<file path="config.mk">
export PLATFORM = sky130hd
export DESIGN_NAME = vga_line_fetch_arbiter_flat
export DESIGN_NICKNAME = d
export VERILOG_FILES = /design/src/rtl/vga_line_fetch_arbiter_if.sv /design/src/rtl/vga_line_fetch_arbiter.sv /design/src/flat_wrapper.sv
export SDC_FILE = /design/constraint.sdc
export NUM_CORES = 1
export LEC_CHECK = 0
export ABC_AREA = 1
export CORE_MARGIN = 3
export CORE_UTILIZATION = 39
export DETAILED_ROUTE_END_ITERATION = 8
export PLACE_DENSITY = 0.65
export SETUP_SLACK_MARGIN = 0.4
export SLEW_MARGIN = 20
export SYNTH_ARGS = -nofsm -noshare
export SYNTH_HDL_FRONTEND = slang
export SYNTH_SLANG_ARGS = --single-unit
</file>
<file path="constraint.sdc">
create_clock -name CLK_40 -period 6.4 [get_ports CLK_40]
set_clock_uncertainty 0.05 [all_clocks]
set_input_delay 1.28 -clock CLK_40 [delete_from_list [all_inputs] [get_ports CLK_40]]
set_output_delay 1.28 -clock CLK_40 [all_outputs]
set_load 0.02 [all_outputs]
</file>
<file path="src/rtl/vga_line_fetch_arbiter_if.sv">
// Shared RAM port and SPI loader write stream seen by the line fetch arbiter.
// The master side is the arbiter; the slave side is the RAM plus loader.
interface vga_line_fetch_arbiter_if #(
    parameter int ADDR_W = 12,
    parameter int WORD_W = 8
);
    logic [ADDR_W-1:0] mem_addr;
    logic              mem_rd_en;
    logic              mem_wr_en;
    logic [WORD_W-1:0] mem_wdata;
    logic [WORD_W-1:0] mem_rdata;
    logic              wr_req;
    logic [ADDR_W-1:0] wr_addr;
    logic [WORD_W-1:0] wr_data;
    logic              wr_gnt;

    modport master (
        output mem_addr, mem_rd_en, mem_wr_en, mem_wdata, wr_gnt,
        input  mem_rdata, wr_req, wr_addr, wr_data
    );

    modport slave (
        input  mem_addr, mem_rd_en, mem_wr_en, mem_wdata, wr_gnt,
        output mem_rdata, wr_req, wr_addr, wr_data
    );
endinterface

</file>
<file path="src/rtl/vga_line_fetch_arbiter.sv">
// Burst-fetches 1 bpp source rows into ping-pong line buffers for an upscaled
// VGA output, sharing the single RAM port with the SPI loader's write stream.
module vga_line_fetch_arbiter #(
    parameter int SRC_W   = 200,
    parameter int SRC_H   = 150,
    parameter int SCALE   = 4,
    parameter int WORD_W  = 8,
    parameter int ADDR_W  = 12,
    parameter int H_AREA  = 800,
    parameter int V_AREA  = 600,
    parameter int Y_TOTAL = 628,
    parameter int X_W     = 11,
    parameter int Y_W     = 10
) (
    input  logic           CLK_40,
    input  logic           reset_n,
    input  logic [X_W-1:0] x_pos,
    input  logic [Y_W-1:0] y_pos,
    output logic           pixel_color,
    output logic           fetch_late,
    vga_line_fetch_arbiter_if.master bus
);
    localparam int WPR   = SRC_W / WORD_W;
    localparam int SHIFT = $clog2(SCALE);
    localparam int K_W   = (WPR > 1) ? $clog2(WPR) : 1;
    localparam int IDX_W = (SRC_W > 1) ? $clog2(SRC_W) : 1;

    generate
        if ((SCALE & (SCALE - 1)) != 0) begin : g_bad_scale
            $error("SCALE must be a power of two");
        end
        if ((SRC_W % WORD_W) != 0) begin : g_bad_width
            $error("SRC_W must be a multiple of WORD_W");
        end
        if ((2 ** ADDR_W) < (SRC_W * SRC_H / WORD_W)) begin : g_bad_addr
            $error("ADDR_W too narrow for the frame");
        end
        if (H_AREA != SRC_W * SCALE || V_AREA != SRC_H * SCALE) begin : g_bad_area
            $error("H_AREA/V_AREA must equal the scaled source size");
        end
    endgenerate

    typedef enum logic [1:0] {IDLE, FETCH, DRAIN} state_t;

    state_t            state, state_n;
    logic [ADDR_W-1:0] base_addr;
    logic              target_bank;
    logic [K_W-1:0]    word_cnt;
    logic              disp_bank;
    logic              cap_valid;
    logic [K_W-1:0]    cap_idx;

    logic [SRC_W-1:0]  line_buf [2];

    // Schedule decode, only meaningful on the first horizontal-blank pixel.
    logic              hblank_evt;
    logic              in_body;
    logic [Y_W-1:0]    phase;
    logic              preload;
    logic              fetch_next;
    logic              swap;
    logic              trigger;
    logic [ADDR_W-1:0] fetch_base;

    assign hblank_evt = (x_pos == X_W'(H_AREA));
    assign in_body    = (y_pos < Y_W'(V_AREA - SCALE));
    assign phase      = y_pos & Y_W'(SCALE - 1);
    assign preload    = hblank_evt && (y_pos == Y_W'(Y_TOTAL - 2));
    assign fetch_next = hblank_evt && in_body && (phase == '0);
    assign swap       = hblank_evt && ((in_body && (phase == Y_W'(SCALE - 1)))
                                       || (y_pos == Y_W'(Y_TOTAL - 1)));
    assign trigger    = preload || fetch_next;
    assign fetch_base = preload ? '0 : ADDR_W'((int'(y_pos >> SHIFT) + 1) * WPR);

    logic              rd_en;
    logic              wr_en;
    logic              gnt;
    logic [ADDR_W-1:0] addr;
    logic [WORD_W-1:0] wdata;

    // NOTE: every output of this block gets a default first so no path can infer a latch.
    always_comb begin
        state_n = state;
        rd_en   = 1'b0;
        wr_en   = 1'b0;
        gnt     = 1'b0;
        addr    = '0;
        wdata   = '0;
        unique case (state)
            IDLE: begin
                if (trigger) begin
                    state_n = FETCH;
                end else if (bus.wr_req && reset_n) begin
                    // NOTE: the grant is combinational, so reset must gate it explicitly.
                    gnt   = 1'b1;
                    wr_en = 1'b1;
                    addr  = bus.wr_addr;
                    wdata = bus.wr_data;
                end
            end
            FETCH: begin
                rd_en = 1'b1;
                addr  = base_addr + ADDR_W'(word_cnt);
                if (word_cnt == K_W'(WPR - 1)) begin
                    state_n = DRAIN;
                end
            end
            DRAIN: begin
                state_n = IDLE;
            end
            default: begin
                state_n = IDLE;
            end
        endcase
    end

    assign bus.mem_rd_en = rd_en;
    assign bus.mem_wr_en = wr_en;
    assign bus.mem_addr  = addr;
    assign bus.mem_wdata = wdata;
    assign bus.wr_gnt    = gnt;

    logic             visible;
    logic [IDX_W-1:0] x_idx;

    assign visible = (x_pos < X_W'(H_AREA)) && (y_pos < Y_W'(V_AREA));
    assign x_idx   = IDX_W'(x_pos >> SHIFT);

    // NOTE: sequential state uses non-blocking assignments so every flop samples pre-edge values.
    always_ff @(posedge CLK_40 or negedge reset_n) begin
        if (!reset_n) begin
            state       <= IDLE;
            base_addr   <= '0;
            target_bank <= 1'b0;
            word_cnt    <= '0;
            disp_bank   <= 1'b0;
            fetch_late  <= 1'b0;
            cap_valid   <= 1'b0;
            cap_idx     <= '0;
            pixel_color <= 1'b0;
        end else begin
            state <= state_n;
            if (state == IDLE && trigger) begin
                base_addr   <= fetch_base;
                target_bank <= ~disp_bank;
                word_cnt    <= '0;
            end else if (state == FETCH) begin
                word_cnt <= word_cnt + K_W'(1);
            end
            // Read data arrives one cycle after the strobe; remember where it goes.
            cap_valid <= (state == FETCH);
            cap_idx   <= word_cnt;
            // A late swap still happens; the running fetch keeps its original bank.
            if (swap) begin
                disp_bank <= ~disp_bank;
            end
            if ((swap || trigger) && state != IDLE) begin
                fetch_late <= 1'b1;
            end
            pixel_color <= visible ? line_buf[disp_bank][x_idx] : 1'b0;
        end
    end

    // NOTE: line buffers are plain storage with no reset; every row is rewritten before display.
    always_ff @(posedge CLK_40) begin
        if (cap_valid) begin
            line_buf[target_bank][int'(cap_idx) * WORD_W +: WORD_W] <= bus.mem_rdata;
        end
    end
endmodule

</file>
<file path="src/flat_wrapper.sv">
// flat-port wrapper written by rule: the top's interface ports become plain ports
module vga_line_fetch_arbiter_flat 
#(
    parameter int SRC_W   = 200,
    parameter int SRC_H   = 150,
    parameter int SCALE   = 4,
    parameter int WORD_W  = 8,
    parameter int ADDR_W  = 12,
    parameter int H_AREA  = 800,
    parameter int V_AREA  = 600,
    parameter int Y_TOTAL = 628,
    parameter int X_W     = 11,
    parameter int Y_W     = 10
)
  (CLK_40, reset_n, x_pos, y_pos, pixel_color, fetch_late, bus_mem_addr, bus_mem_rd_en, bus_mem_wr_en, bus_mem_wdata, bus_wr_gnt, bus_mem_rdata, bus_wr_req, bus_wr_addr, bus_wr_data);
  vga_line_fetch_arbiter_if #(.ADDR_W(ADDR_W), .WORD_W(WORD_W)) bus_i ();
  input  logic CLK_40;
  input  logic reset_n;
  input  logic [X_W-1:0] x_pos;
  input  logic [Y_W-1:0] y_pos;
  output logic pixel_color;
  output logic fetch_late;
  output wire logic [$bits(bus_i.mem_addr)-1:0] bus_mem_addr;
  output wire logic [$bits(bus_i.mem_rd_en)-1:0] bus_mem_rd_en;
  output wire logic [$bits(bus_i.mem_wr_en)-1:0] bus_mem_wr_en;
  output wire logic [$bits(bus_i.mem_wdata)-1:0] bus_mem_wdata;
  output wire logic [$bits(bus_i.wr_gnt)-1:0] bus_wr_gnt;
  input wire logic [$bits(bus_i.mem_rdata)-1:0] bus_mem_rdata;
  input wire logic [$bits(bus_i.wr_req)-1:0] bus_wr_req;
  input wire logic [$bits(bus_i.wr_addr)-1:0] bus_wr_addr;
  input wire logic [$bits(bus_i.wr_data)-1:0] bus_wr_data;
  assign bus_mem_addr = bus_i.mem_addr;
  assign bus_mem_rd_en = bus_i.mem_rd_en;
  assign bus_mem_wr_en = bus_i.mem_wr_en;
  assign bus_mem_wdata = bus_i.mem_wdata;
  assign bus_wr_gnt = bus_i.wr_gnt;
  assign bus_i.mem_rdata = bus_mem_rdata;
  assign bus_i.wr_req = bus_wr_req;
  assign bus_i.wr_addr = bus_wr_addr;
  assign bus_i.wr_data = bus_wr_data;
  vga_line_fetch_arbiter #(.SRC_W(SRC_W), .SRC_H(SRC_H), .SCALE(SCALE), .WORD_W(WORD_W), .ADDR_W(ADDR_W), .H_AREA(H_AREA), .V_AREA(V_AREA), .Y_TOTAL(Y_TOTAL), .X_W(X_W), .Y_W(Y_W)) u_core (.CLK_40(CLK_40), .reset_n(reset_n), .x_pos(x_pos), .y_pos(y_pos), .pixel_color(pixel_color), .fetch_late(fetch_late), .bus(bus_i));
endmodule
</file>
==> flow_summary.yaml <==
outcome:
  status: "finished clean"
placed_design:
  dp_cells: 2950
  dpl.hpwl_um: 38450
  routabilityCongestion: 0.8916
  portBuffers: 76
clock_tree:
  hold_buffers: 0
  cts_setup_buffers: 0
  htreeDepth: 2
  cts_sinks: 429
  cts_tree: "done"
  clock_latency_ns: 0.57
  clockBufferDepth: 3
  cts_resized: 0
  root_buffer: "clkbuf_16"
  cts_buffers: 45
  path_clk_slew_ns: 0.06
floorplanning:
  core_region_area_um2: 54030
  dieWidth_um: 240.1
  dieArea_um2: 57630
  ios: 77
  start_util_pct: 39.55
  row_count: 85
  fp.dieH_um: 240.1
yosys:
  seq_area_frac_synth_pct: 59.61
  synth.area.top_cells: "edfxtp_1, nand2_1, nor2_1"
  synth-adder-area-share_pct: 2.635
  netlist_instances: 2281
  postSynth.asyncResetShare_pct: 6.760
  synth-edff-count: 400
  ys_ff_latch: 429
  synth_compound_area_share_pct: 5.744
  synth_xor_xnor_area_share_pct: 0.6968
  synth_common_cells: "nand2_1, nor2_1, edfxtp_1"
  postSynthAreaPerCell_um2: 9.368
  synth_top_area_share_pct: 56.21
  synth_top_cell_by_area: "edfxtp_1"
  syn-num-nets: 2375
  synth_top_family_by_area: "simple AND/OR/NAND/NOR gates"
  synth_most_common_cell: "nand2_1"
  yosys.area_share.simple_pct: 24.66
  syn_area_um2: 21370
  synth.distinct_cells: 50
  ys.flop_type: "edfxtp_1"
  yosys_warnings: 0
  synth_mux_area_share_pct: 0
sta:
  rsz0062_at_grt: "no"
  slew_headroom_pct: 21.21
  finalHoldWorstSlack_ns: 0.4018
  finalSetupViolCount: 0
  fmax_mhz: 182.2
  worst_slew_pin_slew_ns: 1.177
  finalHoldViolCount: 0
  timing.final.crit_share_pct: 85.77
  setup_tns_ns: 0
  slew_violations: 0
  period_needed_ns: 5.489
setup_path:
  worstPathArrival_ns: 4.16
  critPathRequiredTime_ns: 5.07
  worstSetupPathType: "in -> out"
  critPathLaunchType: "input pin"
  end_kind: "output port"
  reg2regPathDepth: 10
  critical_path.max_fanout: 14
layout:
  stdcell_count: 3035
  fin_nets: 2395
  drive_above_1_share_pct: 6.293
  areaGrowthSynthToFinish_pct: 12.44
  fillCellCount: 5161
pwr:
  pwr-share-seq_pct: 50.2
  cellLeakagePower_nw: 9.146
  intPower_w: 0.004655
  power-per-cell-area_nw_per_um2: 250.8
  power_frac_comb_pct: 7.4
  p_sw_w: 0.001371
  peakVddDrop_uv: 176.8
  switching_share_pct: 22.76
  power_frac_clock_pct: 42.4
route:
  drt_iter0_drc: 1733
  remaining_drc_errors: 0
  finalWirelength_um: 60670
  num_vias: 16530
  antenna_left: 0
  post_drt_wl_per_cell_um: 19.99
  vias_per_cell: 5.448
  drtPass1Iterations: 6
worst_hold_path:
  min_path_cells: 0
  hold_class: "reg -> reg"
global_route:
  antenna_found_initial: 2
  grt_max_degree: 83
  grtUsageTotal_pct: 20.96
  grt-ovfl-total: 0
  grt_pass1_wl_um: 92590
  first_global_vias: 16120
run:
  cap_violations: 0
[stage by stage]
step	utilization [%]	worst slack, ns	power (W)	cell area (um^2)
floorplan	-	2.027	0.003353	21370
global placement	41.83	1.036	0.003522	22600
detailed placement	41.83	0.9792	0.003526	22600
CTS	44.46	0.9460	0.006041	24020
global route	44.46	0.7716	0.006204	24020
finish	44.47	0.9109	0.006026	24030
[power groups by stage]
stage / logic [W] / registers [W] / clock network (W)
final: 0.000446 / 0.00303 / 0.00255
after global routing: 0.000489 / 0.00303 / 0.00269
after CTS: 0.000443 / 0.00303 / 0.00257
after detailed placement: 0.000440 / 0.00309 / 0
after global placement: 0.000436 / 0.00309 / 0
after floorplan: 0.000268 / 0.00308 / 0
[registers in the layout, indices dropped and copies added, names as in the netlist, 2 cells and up]
signal and cells:
u_core.state 2, u_core.word_cnt 5, u_core.cap_idx 5, u_core.line_buf 400, u_core.base_addr 12
[cell usage in the layout (no fill, tap or decap), types with 6 or more instances in the layout]
cell type and count:
nand2_1 452, nor2_1 442, edfxtp_1 400, nand3_1 180, inv_1 175, o21ai_0 134, nor3_1 83, clkdlybuf4s50_1 75
clkbuf_16 47, buf_4 37, ha_1 36, dfrtp_1 28, nand4_1 27, a21oi_1 27, nor4_1 22, o211ai_1 17
inv_2 16, o21ai_1 13, clkinv_1 12, xor2_1 11, clkbuf_1 10, clkinv_2 9, o22ai_1 8, a22o_1 7
or2_2 6
[logic make-up after synthesis]
logic type,count (synthesis)
adders and majority gates,42
and+or+nand+nor,1238
DFF,429
AOI/OAI and AO/OA,221
buffers and inverters,334
xor gates and xnor gates,17
[per-layer routing]
layer / vias up / routed length [um] / track usage (%)
met5: - / 13 / 0
met4: 2 / 2267 / 8.415
met3: 164 / 5872 / 5.013
met2: 784 / 28670 / 34.52
met1: 7852 / 23850 / 26.72
li1: 7732 / - / -
[worst max-delay path, cell delays in order]
cell	delay, ns
clkdlybuf4s50_1	0.62
inv_1	0.11
a21oi_1	0.49
a21oi_2	0.11
inv_1	0.13
o21ai_2	0.08
nand2_1	0.14
nand2_2	0.15
inv_2	0.22
nand2_1	0.09
o31ai_1	0.08
clkdlybuf4s50_1	0.66
[path summary, 6_finish.rpt]
check                                    from  slack, ns                       to
max                                  y_pos[7]       0.91          bus_mem_addr[6]
min                        u_core.word_cnt[4]       0.40        u_core.cap_idx[4]
max reg2reg                 u_core.cap_idx[0]       1.34  u_core.line_buf[0][181]
min reg2reg                u_core.word_cnt[4]       0.40        u_core.cap_idx[4]
max in group asynchronous             reset_n       4.94         u_core.disp_bank
min in group asynchronous             reset_n       1.06        u_core.fetch_late
[final cells by class]
cell class | count | area, um^2 | area share, %
diodes | 3 | 7.507 | 0.03125
clock buffers | 59 | 1241 | 5.166
clock inverters | 23 | 180.2 | 0.7499
inverters | 195 | 738.2 | 3.072
multi-input cells | 1518 | 7219 | 30.05
flip-flops and latches | 429 | 12740 | 53.03
well taps | 696 | 870.8 | 3.624
repair buffers | 112 | 1028 | 4.281
(Power assumes the default switching activity.)
